### src/rtl/rv32_pipeline_pkg.sv
// -----------------------------------------------------------------------------
// rv32_pipeline_pkg
// Shared types for the RV32 pipeline memory arbiter:
//   mem_arb_state_t : arbiter FSM states (IDLE, ISSUE, WAIT_R, DONE)
//   arb_owner_t     : which requester owns the in-flight transaction
//   mem_req_t       : latched memory request (addr, wdata, wstrb, we)
// -----------------------------------------------------------------------------
package rv32_pipeline_pkg;

    localparam int unsigned MEM_ARB_ADDR_MAX_W = 32;

    typedef enum logic [1:0] {
        IDLE,
        ISSUE,
        WAIT_R,
        DONE
    } mem_arb_state_t;

    typedef enum logic [1:0] {
        OWNER_NONE,
        OWNER_IF,
        OWNER_DATA
    } arb_owner_t;

    typedef struct packed {
        logic [MEM_ARB_ADDR_MAX_W-1:0] addr;
        logic [31:0]                   wdata;
        logic [3:0]                    wstrb;
        logic                          we;
    } mem_req_t;

endpackage

### src/rtl/rv32_mem_arbiter_perf.sv
// -----------------------------------------------------------------------------
// mem_arb_perf_counters
// Free-running 32-bit event counters for the memory arbiter. Counters wrap
// silently and clear on reset. Only instantiated when MEM_ARB_PERF_EN is
// defined.
//   clk, rst     : clock, asynchronous active-high reset
//   i_if_done    : fetch completion pulse
//   i_d_done     : data completion pulse
//   i_wait       : one memory wait cycle (no grant / no read data yet)
//   o_if_cnt     : fetch completions
//   o_d_cnt      : data completions
//   o_wait_cnt   : wait cycles
// -----------------------------------------------------------------------------
module mem_arb_perf_counters (
    input  logic        clk,
    input  logic        rst,
    input  logic        i_if_done,
    input  logic        i_d_done,
    input  logic        i_wait,
    output logic [31:0] o_if_cnt,
    output logic [31:0] o_d_cnt,
    output logic [31:0] o_wait_cnt
);

    logic [31:0] r_if_cnt;
    logic [31:0] r_d_cnt;
    logic [31:0] r_wait_cnt;

    always_ff @(posedge clk or posedge rst) begin
        if (rst) begin
            r_if_cnt   <= '0;
            r_d_cnt    <= '0;
            r_wait_cnt <= '0;
        end else begin
            if (i_if_done) r_if_cnt   <= r_if_cnt + 32'd1;
            if (i_d_done)  r_d_cnt    <= r_d_cnt + 32'd1;
            if (i_wait)    r_wait_cnt <= r_wait_cnt + 32'd1;
        end
    end

    assign o_if_cnt   = r_if_cnt;
    assign o_d_cnt    = r_d_cnt;
    assign o_wait_cnt = r_wait_cnt;

endmodule

### src/rtl/rv32_mem_arbiter.sv
// -----------------------------------------------------------------------------
// rv32_mem_arbiter
// Shares one single-port memory bus between the IF-stage fetch requester and
// the MEM-stage load/store requester. Data has priority; a pending fetch is
// forced through after FETCH_STARVE_LIMIT consecutive data grants. At most one
// transaction is outstanding.
//   Parameters : FETCH_STARVE_LIMIT (1..15), ADDR_W (<= 32)
//   clk, rst   : clock, asynchronous active-high reset
//   if_*       : fetch request/address in; rdata/ready/stall out
//   d_*        : load/store request, address, wdata, wstrb in;
//                rdata/ready/stall out
//   m_*        : memory bus (req/we/addr/wdata/wstrb out; gnt/rvalid/rdata in)
//   perf_*     : performance counters, live only with MEM_ARB_PERF_EN defined,
//                otherwise tied to zero
// -----------------------------------------------------------------------------
module rv32_mem_arbiter
    import rv32_pipeline_pkg::*;
#(
    parameter int unsigned FETCH_STARVE_LIMIT = 4,
    parameter int unsigned ADDR_W             = 32
) (
    input  logic              clk,
    input  logic              rst,
    input  logic              if_req,
    input  logic [ADDR_W-1:0] if_addr,
    output logic [31:0]       if_rdata,
    output logic              if_ready,
    output logic              if_stall,
    input  logic              d_rd,
    input  logic              d_wr,
    input  logic [ADDR_W-1:0] d_addr,
    input  logic [31:0]       d_wdata,
    input  logic [3:0]        d_wstrb,
    output logic [31:0]       d_rdata,
    output logic              d_ready,
    output logic              d_stall,
    output logic              m_req,
    output logic              m_we,
    output logic [ADDR_W-1:0] m_addr,
    output logic [31:0]       m_wdata,
    output logic [3:0]        m_wstrb,
    input  logic              m_gnt,
    input  logic              m_rvalid,
    input  logic [31:0]       m_rdata,
    output logic [31:0]       perf_if_cnt,
    output logic [31:0]       perf_d_cnt,
    output logic [31:0]       perf_wait_cnt
);

    localparam logic [3:0]        STARVE_LIMIT = 4'(FETCH_STARVE_LIMIT);
    localparam logic [ADDR_W-1:0] FETCH_MASK   = ~ADDR_W'(3);

    mem_arb_state_t r_state;
    mem_arb_state_t w_state_nxt;
    arb_owner_t     r_owner;
    mem_req_t       r_req;
    logic [3:0]     r_starve;
    logic [31:0]    r_if_rdata;
    logic [31:0]    r_d_rdata;

    logic w_d_req;
    logic w_grant_if;
    logic w_grant_d;

    // Fetch only wins when data is idle or the fetch has been starved long enough.
    assign w_d_req    = d_rd | d_wr;
    assign w_grant_if = if_req & (~w_d_req | (r_starve == STARVE_LIMIT));
    assign w_grant_d  = w_d_req & ~w_grant_if;

    always_ff @(posedge clk or posedge rst) begin
        if (rst) r_state <= IDLE;
        else     r_state <= w_state_nxt;
    end

    always_comb begin
        w_state_nxt = r_state;
        case (r_state)
            IDLE:    if (w_grant_if | w_grant_d) w_state_nxt = ISSUE;
            ISSUE:   if (m_gnt) w_state_nxt = r_req.we ? DONE : WAIT_R;
            WAIT_R:  if (m_rvalid) w_state_nxt = DONE;
            DONE:    w_state_nxt = IDLE;
            default: w_state_nxt = IDLE;
        endcase
    end

    always_ff @(posedge clk or posedge rst) begin
        if (rst) begin
            r_owner    <= OWNER_NONE;
            r_req      <= '0;
            r_starve   <= '0;
            r_if_rdata <= '0;
            r_d_rdata  <= '0;
        end else begin
            case (r_state)
                IDLE: begin
                    if (w_grant_if) begin
                        r_owner     <= OWNER_IF;
                        r_req.addr  <= MEM_ARB_ADDR_MAX_W'(if_addr & FETCH_MASK);
                        r_req.wdata <= '0;
                        r_req.wstrb <= '0;
                        r_req.we    <= 1'b0;
                        r_starve    <= '0;
                    end else if (w_grant_d) begin
                        // d_rd together with d_wr is treated as a store.
                        r_owner     <= OWNER_DATA;
                        r_req.addr  <= MEM_ARB_ADDR_MAX_W'(d_addr);
                        r_req.wdata <= d_wdata;
                        r_req.wstrb <= d_wstrb;
                        r_req.we    <= d_wr;
                        if (!if_req)
                            r_starve <= '0;
                        else if (r_starve != STARVE_LIMIT)
                            r_starve <= r_starve + 4'd1;
                    end
                end
                WAIT_R: begin
                    if (m_rvalid) begin
                        if (r_owner == OWNER_IF)   r_if_rdata <= m_rdata;
                        if (r_owner == OWNER_DATA) r_d_rdata  <= m_rdata;
                    end
                end
                DONE:    r_owner <= OWNER_NONE;
                default: ;
            endcase
        end
    end

    assign m_req    = (r_state == ISSUE);
    assign m_we     = m_req & r_req.we;
    assign m_addr   = r_req.addr[ADDR_W-1:0];
    assign m_wdata  = r_req.wdata;
    assign m_wstrb  = r_req.wstrb;

    assign if_ready = (r_state == DONE) && (r_owner == OWNER_IF);
    assign d_ready  = (r_state == DONE) && (r_owner == OWNER_DATA);
    assign if_rdata = r_if_rdata;
    assign d_rdata  = r_d_rdata;
    assign if_stall = if_req & ~if_ready;
    assign d_stall  = w_d_req & ~d_ready;

`ifdef MEM_ARB_PERF_EN
    logic w_wait;

    assign w_wait = ((r_state == ISSUE) & ~m_gnt) | ((r_state == WAIT_R) & ~m_rvalid);

    mem_arb_perf_counters u_perf (
        .clk        (clk),
        .rst        (rst),
        .i_if_done  (if_ready),
        .i_d_done   (d_ready),
        .i_wait     (w_wait),
        .o_if_cnt   (perf_if_cnt),
        .o_d_cnt    (perf_d_cnt),
        .o_wait_cnt (perf_wait_cnt)
    );
`else
    assign perf_if_cnt   = '0;
    assign perf_d_cnt    = '0;
    assign perf_wait_cnt = '0;
`endif

endmodule
### config.mk
export PLATFORM = sky130hd
export DESIGN_NAME = rv32_mem_arbiter
export DESIGN_NICKNAME = d
export VERILOG_FILES = /design/src/rtl/rv32_pipeline_pkg.sv /design/src/rtl/rv32_mem_arbiter_perf.sv /design/src/rtl/rv32_mem_arbiter.sv
export SDC_FILE = /design/constraint.sdc
export NUM_CORES = 1
export LEC_CHECK = 0
export BUFFER_PORTS_ARGS = -buffer_cell sky130_fd_sc_hd__buf_4
export CAP_MARGIN = 0
export CELL_PAD_IN_SITES_DETAIL_PLACEMENT = 0
export CELL_PAD_IN_SITES_GLOBAL_PLACEMENT = 1
export CORE_ASPECT_RATIO = 0.9
export CORE_MARGIN = 2
export CORE_UTILIZATION = 34
export DETAILED_ROUTE_END_ITERATION = 16
export PLACE_DENSITY_LB_ADDON = 0.3
export SETUP_SLACK_MARGIN = 0.4
export SLEW_MARGIN = 20
export SYNTH_ARGS = -nofsm -noshare
export SYNTH_HDL_FRONTEND = slang
export SYNTH_SLANG_ARGS = --single-unit
### constraint.sdc
create_clock -name clk -period 5.15 [get_ports clk]
set_input_delay 0.515 -clock clk [delete_from_list [all_inputs] [get_ports clk]]
set_output_delay 0.515 -clock clk [all_outputs]
set_load 0.01 [all_outputs]
== Yosys cells after proc, flatten, opt, wreduce, memory -nomap -nowiden ==
Index checks and enable logic that the tools add are counted.
Operators by class
  add/subtract/negate cells: 1
  multiply operators: 0
  divide/modulo/power cells: 0
  $lt $le $gt $ge: 0
  eq/ne operators: 12
  shift-type cells: 0
  mux-type cells: 14
  bitwise logic cells: 12
  reductions and logical operators: 11
Operator list (count)
  $mux 69: 2
  $mux 4: 4
  $reduce_and 3->1: 4
  $mux 2: 5
  $pmux 2 s4: 1
  $eq 2x2->1 const B: 3
  $and 1x1->1: 5
  $add 4x1->4 const B: 1
  $eq 2x1->1 const B: 2
  $eq 4x3->1 const B: 1
  $ne 2x2->1 const B: 2
  $ne 4x3->1 const B: 1
  $not 1->1: 4
  $pmux 2 s2: 1
  $reduce_and 2->1: 2
  $reduce_bool 2->1: 2
  $ne 3x1->1 const B: 1
  $ne 3x3->1 const B: 1
  $or 1x1->1: 3
  $logic_and 1x1->1: 2
  $logic_not 2->1: 1
  $ne 2x1->1 const B: 1
  $mux 1: 1
Word-level totals
  register bits: 141
  latch bits: 0
  memory bits (writable): 0
  bits in read-only memories: 0
  output and inout port bits: 234
  word-level logic and storage cells: 59
  memories kept: 0

== Longest topological paths before layout ==
Gate-level depths: netlist (run 1).
  word-level depth: 9
  gate-level depth with buffers: 7
  mapped depth without buffers: 5

== Least setup slack after synthesis (run 1) ==
OpenSTA, ideal clock, no wires.
  path kind: register to output
  from: register r_state[1]
  to: output d_stall
  arrival: 1.149 ns
  required time: 4.635 ns
  path slack: 3.486 ns
  stages on the path, launching flop included: 5
  path through: dfrtp_1 ha_1 inv_1 nor3b_1 nor2_1
On the way
  cells in the longest elaborated chain, start to end: 4
RTL lines
  start: declaration: line rv32_mem_arbiter.sv:53  | mem_arb_state_t r_state;
  start signal: assignment: line rv32_mem_arbiter.sv:72  | else r_state <= w_state_nxt;
  $eq 2x2->1: line rv32_mem_arbiter.sv:135  | assign d_ready = (r_state == DONE) && (r_owner == OWNER_DATA);
  $logic_and 1x1->1: line rv32_mem_arbiter.sv:135
  via d_ready: line rv32_mem_arbiter.sv:35  | output logic d_ready,
  $not 1->1: line rv32_mem_arbiter.sv:139  | assign d_stall = w_d_req & ~d_ready;
  $and 1x1->1: line rv32_mem_arbiter.sv:139
  end: declaration: line rv32_mem_arbiter.sv:36  | output logic d_stall,
The timed path passes the listed nets, and every way through them passes these cells.

== Final worst setup path (run 1) ==
  from: register r_state[0]
  to: register r_req, in the netlist m_addr[3]
On the way
  cells in the longest elaborated chain, start to end: 2
RTL lines
  $logic_not 2->1: line rv32_mem_arbiter.sv:94  | case (r_state)
  $reduce_and 2->1 (no line)
  end: declaration: line rv32_mem_arbiter.sv:56  | mem_req_t r_req;
No other way between the ends.
A chain may end at the register's enable or synchronous reset.

==> reports/metrics.csv, run 1 <==
metric,value,unit
run_status,"finished, final reports clean",
setup_total_negative_slack,0,ps
clkLatencyLatePin,420,ps
startpoint_type,flip-flop,
worst_r2r_src,r_state[0],
synth_common_cells,"sky130_fd_sc_hd__buf_4, sky130_fd_sc_hd__dfrtp_1, sky130_fd_sc_hd__nand2_1",
power.ir.vdd_worst,0.225,mV
async_flop_share,100,%
grt_pass1_wl,26400,um
cts_resized,0,
final_max_slew_viol_count,0,
crit_path_start,r_state[0],
synth_most_common_cell,sky130_fd_sc_hd__buf_4,
synth_top_area_cell,sky130_fd_sc_hd__dfrtp_1,
detail_placement_hpwl,12100,um
worst_setup_path_end_kind,flip-flop,
critical_path.max_stage_delay,520,ps
drtPass1Iterations,4,
critical_path_required,5450,ps
final_cycle_share,46.7,%
synth_warnings,0,
placed_instance_count,1077,
setup_viol_count_final,0,
core-area,20600,um2
n_antenna_cell,0,
pwr-share-clk,22.7,%
criticalPathCategory,reg2reg,
timing_worst_slew_pin_value,923,ps
cts_tree,yes,
critical_path_arrival,2700,ps
die_y,141,um
number_of_global_route_vias_before_repair,4805,
post-route-min-period,2400,ps
num_vias,4872,
antenna_found_initial,0,
report.final.hold_viol_count,0,
net-switching-power,1800,uW
floorplan.die.width,156,um
crit_slowest_cell,sky130_fd_sc_hd__ha_1,
crit_path_cell_trace,inv_1 -> ha_1 -> o31ai_4 -> buf_4 -> and2_1 -> a221o_1,
pin_count_of_the_biggest_net_entering_global_routing,101,
ys.flop_type,sky130_fd_sc_hd__dfrtp_1,
ys_seq_elements,141,
clk_root_buffer_cell,sky130_fd_sc_hd__clkbuf_16,
starting_utilization_of_the_core_area,34.4,%
rsz0062_at_grt,no,
nFillCells,2046,
finalCoreUtilization,43.9,%
design_power_total,5160,uW
route.detailed.drc,0,
ios,373,
leakagePower,0.00464,uW
numCtsBuffers,17,
power.density_cell_area,569,nW/um2
total_global_routing_track_utilization,15.5,%
die-area,22100,um2
clock_sink_total,141,
area_growth,27.4,%
num-nets-final,982,
worst_hold_path_type,in2async,
instances_no_fill,1109,
synth_cells,633,
relSlewSlack,38.5,%
syn-cell-area,7110,um2
netlist-cell-type-count,39,
timing.critical_path.max_delay_family,buffers and inverters,
multiInputGateArea,2490,um2
swShare,34.9,%
cts_htree_levels,4,
fin_skew,8.29,ps
routabilityCongestion,0.696,
sequentialPowerShare,35.8,%
cp.buffers_inverters,2,
critPathMaxFanout,67,
max-cap-violations,0,
detail_routed_via_count_per_cell,4.39,
achievable-frequency,0.416,GHz
post_synth.cell_area_avg,11.2,um2
p_int,3360,uW
synth_top_cells_by_area,"sky130_fd_sc_hd__dfrtp_1, sky130_fd_sc_hd__buf_4, sky130_fd_sc_hd__mux2_2, sky130_fd_sc_hd__a221o_1, sky130_fd_sc_hd__nand2_1",
numPortBuffers,274,
rows,50,
clock_path_buffers,2,
synth.yosys.seq_area_share,49.6,%
post_route_cells_drive_above_1_share,45.7,%
routed_wirelength,17300,um
p_comb_share,41.5,%
sequential_cell_area,3530,um2
gr-total-overflow,0,
hold_slack,306,ps
detail-route-antenna-nets,0,
post_cts_setup_buffer_count,0,
cts.clk_slew.worst_paths,70,ps
drt_first_iter_violations,159,
post_drt_wl_per_cell,15.6,um
top_area_cell_type_share_of_the_netlist_area,49.6,%
synth_edf_count,0,
post_cts_hold_buffer_count,0,
## logic make-up (layout without fill, tap and decap cells)
logic type      after synthesis  after routing  share of synthesized area (%)
buf+inv                     201            322                           20.4
flops                       141            141                           49.6
simple gates                131            131                           8.80
compound gates               84             84                           9.13
mux                          68             68                           10.8
fa+ha+maj                     7              7                           1.23
other cells                   1             96                         0.0527
## power by group through the flow
| stage | combinational, uW | clock, uW | sequential (uW) |
|---|---|---|---|
| 2_1_floorplan | 1480 | 0 | 1900 |
| 3_3_place_gp | 2170 | 0 | 1850 |
| 3_5_place_dp | 2190 | 0 | 1860 |
| 4_1_cts | 2180 | 1220 | 1850 |
| 5_1_grt | 2340 | 1270 | 1910 |
| 6_report | 2140 | 1170 | 1850 |
## flip-flops by register name (all words and copies together), names as in the netlist
name,count
r_req,1
m_addr,32
d_rdata,32
if_rdata,32
r_state,2
m_wstrb,4
r_owner,2
r_starve,4
m_wdata,32
## cell type report
| type | instances | share of cell area, % |
|---|---|---|
| sequential | 141 | 39.0 |
| tap | 260 | 3.59 |
| inverter | 9 | 0.428 |
| timing repair buffer | 281 | 23.3 |
| clock buffer | 18 | 4.85 |
| multi-input combinational | 386 | 27.5 |
| clock inverter | 14 | 1.42 |
## per-stage QoR
step | setup slack (ps) | area [um2]
after floorplan | 854 | 7470
after global placement | 2760 | 8490
after detailed placement | 2710 | 8490
after CTS | 2720 | 9060
after global routing | 2530 | 9060
final | 2750 | 9060
## path summary, 6_finish.rpt
kind / to / slack (ps) / cells after the start
max: m_addr[3] / 2750 / 6
min: d_rdata[1] / 310 / 2
max in group asynchronous: d_rdata[20] / 3700 / 3
max reg2reg: m_addr[3] / 2750 / 6
min reg2reg: m_wdata[23] / 480 / 2
min in group clk: m_addr[15] / 320 / 2
## placed cells by master, fill, tap and decap left out, drive strengths merged
cell / n
mux2: 67
nor3b: 2
o22ai: 1
o211a: 1
or2: 1
o41ai: 1
nand3b: 1
dfrtp: 141
o31a: 1
nor2b: 4
ha: 7
and3: 1
a22o: 3
buf: 281
a2111oi: 1
a211oi: 2
a2bb2oi: 1
and2: 32
nand2: 80
nor2: 4
clkinvlp: 5
o31ai: 1
inv: 14
a21oi: 1
o21ai: 40
mux2i: 1
a221o: 30
nand4: 1
conb: 96
nand3: 2
a31oi: 1
nand4b: 1
nor3: 2
clkbuf: 18
clkinv: 4
## per-layer routing
layer / part of all wire [%] / vias to the layer above / global-route usage (%)
li1: - / 2285 / -
met3: 8.3 / 17 / 5.20
met5: 0 / - / 0
met1: 41 / 2359 / 19.1
met2: 49 / 211 / 25.8
met4: 1.5 / 0 / 4.73
Note: power is estimated with default switching activity, not from simulation.
==> run 2, diff against run 1 <==
==> constraint.sdc (replaced) <==
create_clock -name clk -period 2.31 [get_ports clk]
set_input_delay 0.231 -clock clk [delete_from_list [all_inputs] [get_ports clk]]
set_output_delay 0.231 -clock clk [all_outputs]
set_load 0.01 [all_outputs]
==> run 2 against run 1 <==
  * Sequential share of layout area decreased by 0.62 points
  * Sequential power increased by 120%
  * Final cell count grew 0.27%
  * Largest cell class unchanged
  * Die area did not move
  * Highest routed layer unchanged
  * Critical endpoint is now d_stall
  * Routed wire length shrank 1.5%
==> reports/metrics.csv, run 2 (synthesized netlist as in run 1, its figures left out) <==
metric,value,unit
worst_setup_path_end_kind,output pin,
multiInputGateArea,2520,um2
critical_path_required,2080,ps
clk_root_buffer_cell,sky130_fd_sc_hd__clkbuf_16,
leakagePower,0.00472,uW
detail-route-antenna-nets,0,
run_status,"finished, final reports clean",
met1_layer_wirelength_in_the_final_routing,7110,um
area_growth,29.5,%
n_antenna_cell,0,
startpoint_type,flip-flop,
relSlewSlack,58.7,%
cts_htree_levels,4,
core-area,20600,um2
floorplan.die.width,156,um
num_vias,4853,
criticalPathCategory,reg2out,
fin_skew,16.5,ps
drtPass1Iterations,6,
report.final.hold_viol_count,0,
cts.clk_slew.worst_paths,70,ps
nFillCells,2017,
power.ir.vdd_worst,0.512,mV
pin_count_of_the_biggest_net_entering_global_routing,74,
achievable-frequency,0.555,GHz
finalCoreUtilization,44.6,%
maxUsedRoutingLayer,met4,
rows,50,
most_common_cell_after_layout_fill_and_taps_aside,sky130_fd_sc_hd__buf_4,
route.detailed.drc,0,
rsz0062_at_grt,yes,
critical_path_arrival,1570,ps
setup_viol_count_final,0,
sequential_cell_area,3530,um2
critPathMaxFanout,5,
final_cycle_share,78.0,%
ios,373,
number_of_global_route_vias_before_repair,4913,
antenna_found_initial,0,
clock_sink_total,141,
critical_path.max_stage_delay,410,ps
post_drt_wl_per_cell,15.4,um
grt_pass1_wl,26600,um
gr-total-overflow,0,
clock_path_buffers,2,
drt_first_iter_violations,231,
die_y,141,um
final_max_slew_viol_count,0,
detail_placement_hpwl,12000,um
post-route-min-period,1800,ps
post_route_cells_drive_above_1_share,46.1,%
timing_worst_slew_pin_value,615,ps
worst_hold_path_type,in2reg,
starting_utilization_of_the_core_area,34.4,%
routed_wirelength,17100,um
total_global_routing_track_utilization,15.5,%
num-nets-final,985,
met2RoutedLength,8400,um
max-cap-violations,0,
power.density_cell_area,1280,nW/um2
die-area,22100,um2
crit_path_cell_trace,ha_1 -> inv_1 -> nor3b_2 -> nor2_1 -> buf_4,
numCtsBuffers,17,
clkLatencyLatePin,430,ps
post_cts_setup_buffer_count,0,
crit_slowest_cell,sky130_fd_sc_hd__dfrtp_1,
numPortBuffers,274,
setup_total_negative_slack,0,ps
met3RoutedLength,1240,um
layout.cells.most_common_list,"sky130_fd_sc_hd__buf_4, sky130_fd_sc_hd__dfrtp_1, sky130_fd_sc_hd__conb_1",
routabilityCongestion,0.723,
detail_routed_via_count_per_cell,4.36,
cts_tree,yes,
-- run 2: routing by layer --
layer	up-vias	track usage (%)
met5	-	0
met4	0	5.55
met3	21	4.67
met2	215	25.9
met1	2327	18.9
li1	2290	-
-- run 2: area by class of cell --
cell class	count	share of cell area (%)
well taps	260	3.53
clock buffers	17	4.62
inverters	9	0.408
flip-flops and latches	141	38.3
repair buffers	284	23.9
clock inverters	15	1.81
multi-input cells	386	27.3
-- run 2: through the flow --
stage	worst slack, ps	cells	instance area [um2]	hold WS, ps	total power (uW)
final	508	1112	9210	32.3	11700
after global routing	379	1112	9210	13.0	12600
after CTS	435	1112	9180	9.75	11900
after detailed placement	367	1079	8570	408	9060
after global placement	341	1079	8570	409	9010
after floorplan	316	728	7470	358	7550
-- run 2: final timing paths --
| check | start | to | slack [ps] | cells past startpoint |
|---|---|---|---|---|
| min | d_addr[9] | m_addr[9] | 30 | 2 |
| max reg2reg | r_state[0] | d_rdata[29] | 520 | 5 |
| max in group asynchronous | rst | m_addr[30] | 1430 | 4 |
| min in group asynchronous | rst | d_rdata[5] | 510 | 4 |
| min reg2reg | r_req[0] | r_req[0] | 480 | 2 |
| max | r_state[1] | d_stall | 510 | 5 |
-- run 2: power by group --
part	leakage (uW)	internal, uW	switching (uW)	total [uW]
combinational	0.00263	2590	2280	4870
clock	0.000294	1540	1210	2750
sequential	0.00179	3540	574	4120
total	0.00472	7670	4070	11700
-- run 2: worst max-delay path: cells and delay by family (launching register included) --
| family | cells | cell delay [ps] |
|---|---|---|
| buffers and inverters | 2 | 250 |
| DFF | 1 | 410 |
| and+or+nand+nor | 2 | 250 |
| adders and majority gates | 1 | 250 |
-- run 2: timing repair --
item / CTS / global route
hold buffers: 1 / 0
gates resized for setup: 3 / 3
endpoints found under the setup margin: 32 / 36
pin swaps: 0 / 0
endpoints found under the hold margin: 141 / 0
==> run 3, diff against run 2 <==
==> constraint.sdc (replaced) <==
create_clock -name clk -period 1.9 [get_ports clk]
set_input_delay 0.19 -clock clk [delete_from_list [all_inputs] [get_ports clk]]
set_output_delay 0.19 -clock clk [all_outputs]
set_load 0.01 [all_outputs]
==> run 3 against run 2 <==
  * Routed wire length rose by 21%
  * Power is 36% higher
  * Combinational power increased by 53%
==> reports/metrics.csv, run 3 (synthesized netlist as in run 1, its figures left out) <==
metric,value,unit
run_status,"finished, final reports clean",
critical_path_required,2190,ps
timing.critical_path.max_delay_family,buffers and inverters,
grt_pass1_wl,29900,um
report.final.hold_viol_count,0,
cts.clk_slew.worst_paths,60,ps
timing_worst_slew_pin_value,721,ps
numPortBuffers,274,
clkLatencyLatePin,410,ps
setup_total_negative_slack,0,ps
drtPass1Iterations,4,
die_y,141,um
route.detailed.drc,0,
critical_path_arrival,1990,ps
critPathMaxFanout,6,
detail_routed_via_count_per_cell,4.38,
antenna_found_initial,0,
startpoint_type,flip-flop,
clk_root_buffer_cell,sky130_fd_sc_hd__clkbuf_16,
post_drt_wl_per_cell,16.6,um
crit_slowest_cell,sky130_fd_sc_hd__dfrtp_1,
starting_utilization_of_the_core_area,34.4,%
routed_wirelength,20700,um
clock_sink_total,141,
area_growth,54.7,%
achievable-frequency,0.590,GHz
criticalPathCategory,reg2reg,
gr-total-overflow,0,
detail-route-antenna-nets,0,
clock_path_buffers,2,
cts_htree_levels,4,
final_max_slew_viol_count,0,
cts_tree,yes,
die-area,22100,um2
total_global_routing_track_utilization,17.4,%
num-nets-final,1122,
post_route_cells_drive_above_1_share,45.9,%
routabilityCongestion,0.717,
number_of_global_route_vias_before_repair,5451,
fin_skew,7.65,ps
detail_placement_hpwl,12200,um
setup_viol_count_final,0,
num_vias,5472,
critical_path.max_stage_delay,370,ps
power.ir.vdd_worst,0.564,mV
numCtsBuffers,17,
leakagePower,0.00549,uW
most_common_cell_after_layout_fill_and_taps_aside,sky130_fd_sc_hd__buf_4,
ios,373,
n_antenna_cell,0,
cp.buffers_inverters,4,
rsz0062_at_grt,yes,
floorplan.die.width,156,um
crit_path_cell_trace,buf_6 -> inv_6 -> ha_4 -> buf_12 -> buf_4 -> a211oi_4 -> mux2_4,
finalCoreUtilization,53.3,%
layout.cells.most_common_list,"sky130_fd_sc_hd__buf_4, sky130_fd_sc_hd__dfrtp_1, sky130_fd_sc_hd__conb_1",
relSlewSlack,51.8,%
post-route-min-period,1690,ps
worst_hold_path_type,in2reg,
power.density_cell_area,1450,nW/um2
rows,50,
core-area,20600,um2
max-cap-violations,0,
final_cycle_share,89.2,%
worst_setup_path_end_kind,flip-flop,
drt_first_iter_violations,190,
pin_count_of_the_biggest_net_entering_global_routing,39,
## run 3: cell count changes in the layout (fill, tap and decap cells not counted), moves of 3 or more
cell and delta:
sky130_fd_sc_hd__dlygate4sd3_1 +94, sky130_fd_sc_hd__o21ai_0 -37, sky130_fd_sc_hd__o21ai_1 +34, sky130_fd_sc_hd__buf_4 +10
sky130_fd_sc_hd__buf_6 +10, sky130_fd_sc_hd__buf_12 +7, sky130_fd_sc_hd__clkbuf_16 +7, sky130_fd_sc_hd__inv_1 -6
sky130_fd_sc_hd__buf_16 +4, sky130_fd_sc_hd__buf_8 +3, sky130_fd_sc_hd__ha_1 -3, sky130_fd_sc_hd__inv_2 +3
sky130_fd_sc_hd__inv_8 -3, sky130_fd_sc_hd__o21ai_2 +3
## run 3: what timing repair did
item	CTS	global route
cloned	6	10
endpoints found under the hold margin	97	3
resized for setup	54	36
hold buffers	92	3
pin swaps	6	32
endpoints found under the setup margin	142	145
setup buffers	16	5
## run 3: layout make-up
cell class,instances,area [um2]
clock buffers,21,460
flip-flops and latches,141,3530
clock inverters,11,158
inverters,9,52.6
multi-input cells,387,2640
fillers,1861,9650
repair buffers,420,3840
well taps,260,325
## run 3: per-layer routing
layer	GRT usage (%)	vias up	wire [um]
li1	-	2580	-
met1	21.7	2649	9020
met2	29.4	226	10000
met3	5.53	17	1440
met4	4.35	0	198
met5	0	-	0
## run 3: worst reg2reg max path, delay by kind of cell, from the launching register on
family                     cells  cell delay, ps
AOI/OAI and AO/OA              1             250
muxes                          1             320
buffers and inverters          4             460
DFF                            1             370
adders and majority gates      1             180
## run 3: final timing paths
path	startpoint	to	slack [ps]	depth (start not counted)
max in group asynchronous	rst	m_addr[17]	840	4
hold / removal	d_wdata[4]	m_wdata[4]	10	3
setup reg to reg	r_state[0]	r_state[1]	210	7
setup / recovery	r_state[0]	r_state[1]	210	7
min in group asynchronous	rst	if_rdata[3]	460	3
hold reg to reg	m_wdata[13]	m_wdata[13]	480	2
## run 3: metrics by stage
stage                     cell area [um2]  setup WS, ps  std cells  hold slack (ps)  total power [uW]
after floorplan                      7500         -53.1        728              317              9230
after CTS                           10600           223       1231            0.787             15700
final                               11000           205       1249             14.6             16000
after global routing                11000           142       1249             1.19             17000
after global placement               8710           266       1085              334             11000
after detailed placement             8710           229       1085              335             11100
## run 3: power breakdown
| group | switching, uW | internal, uW |
|---|---|---|
| logic | 3280 | 4170 |
| registers | 717 | 4310 |
| clock network | 1340 | 2150 |
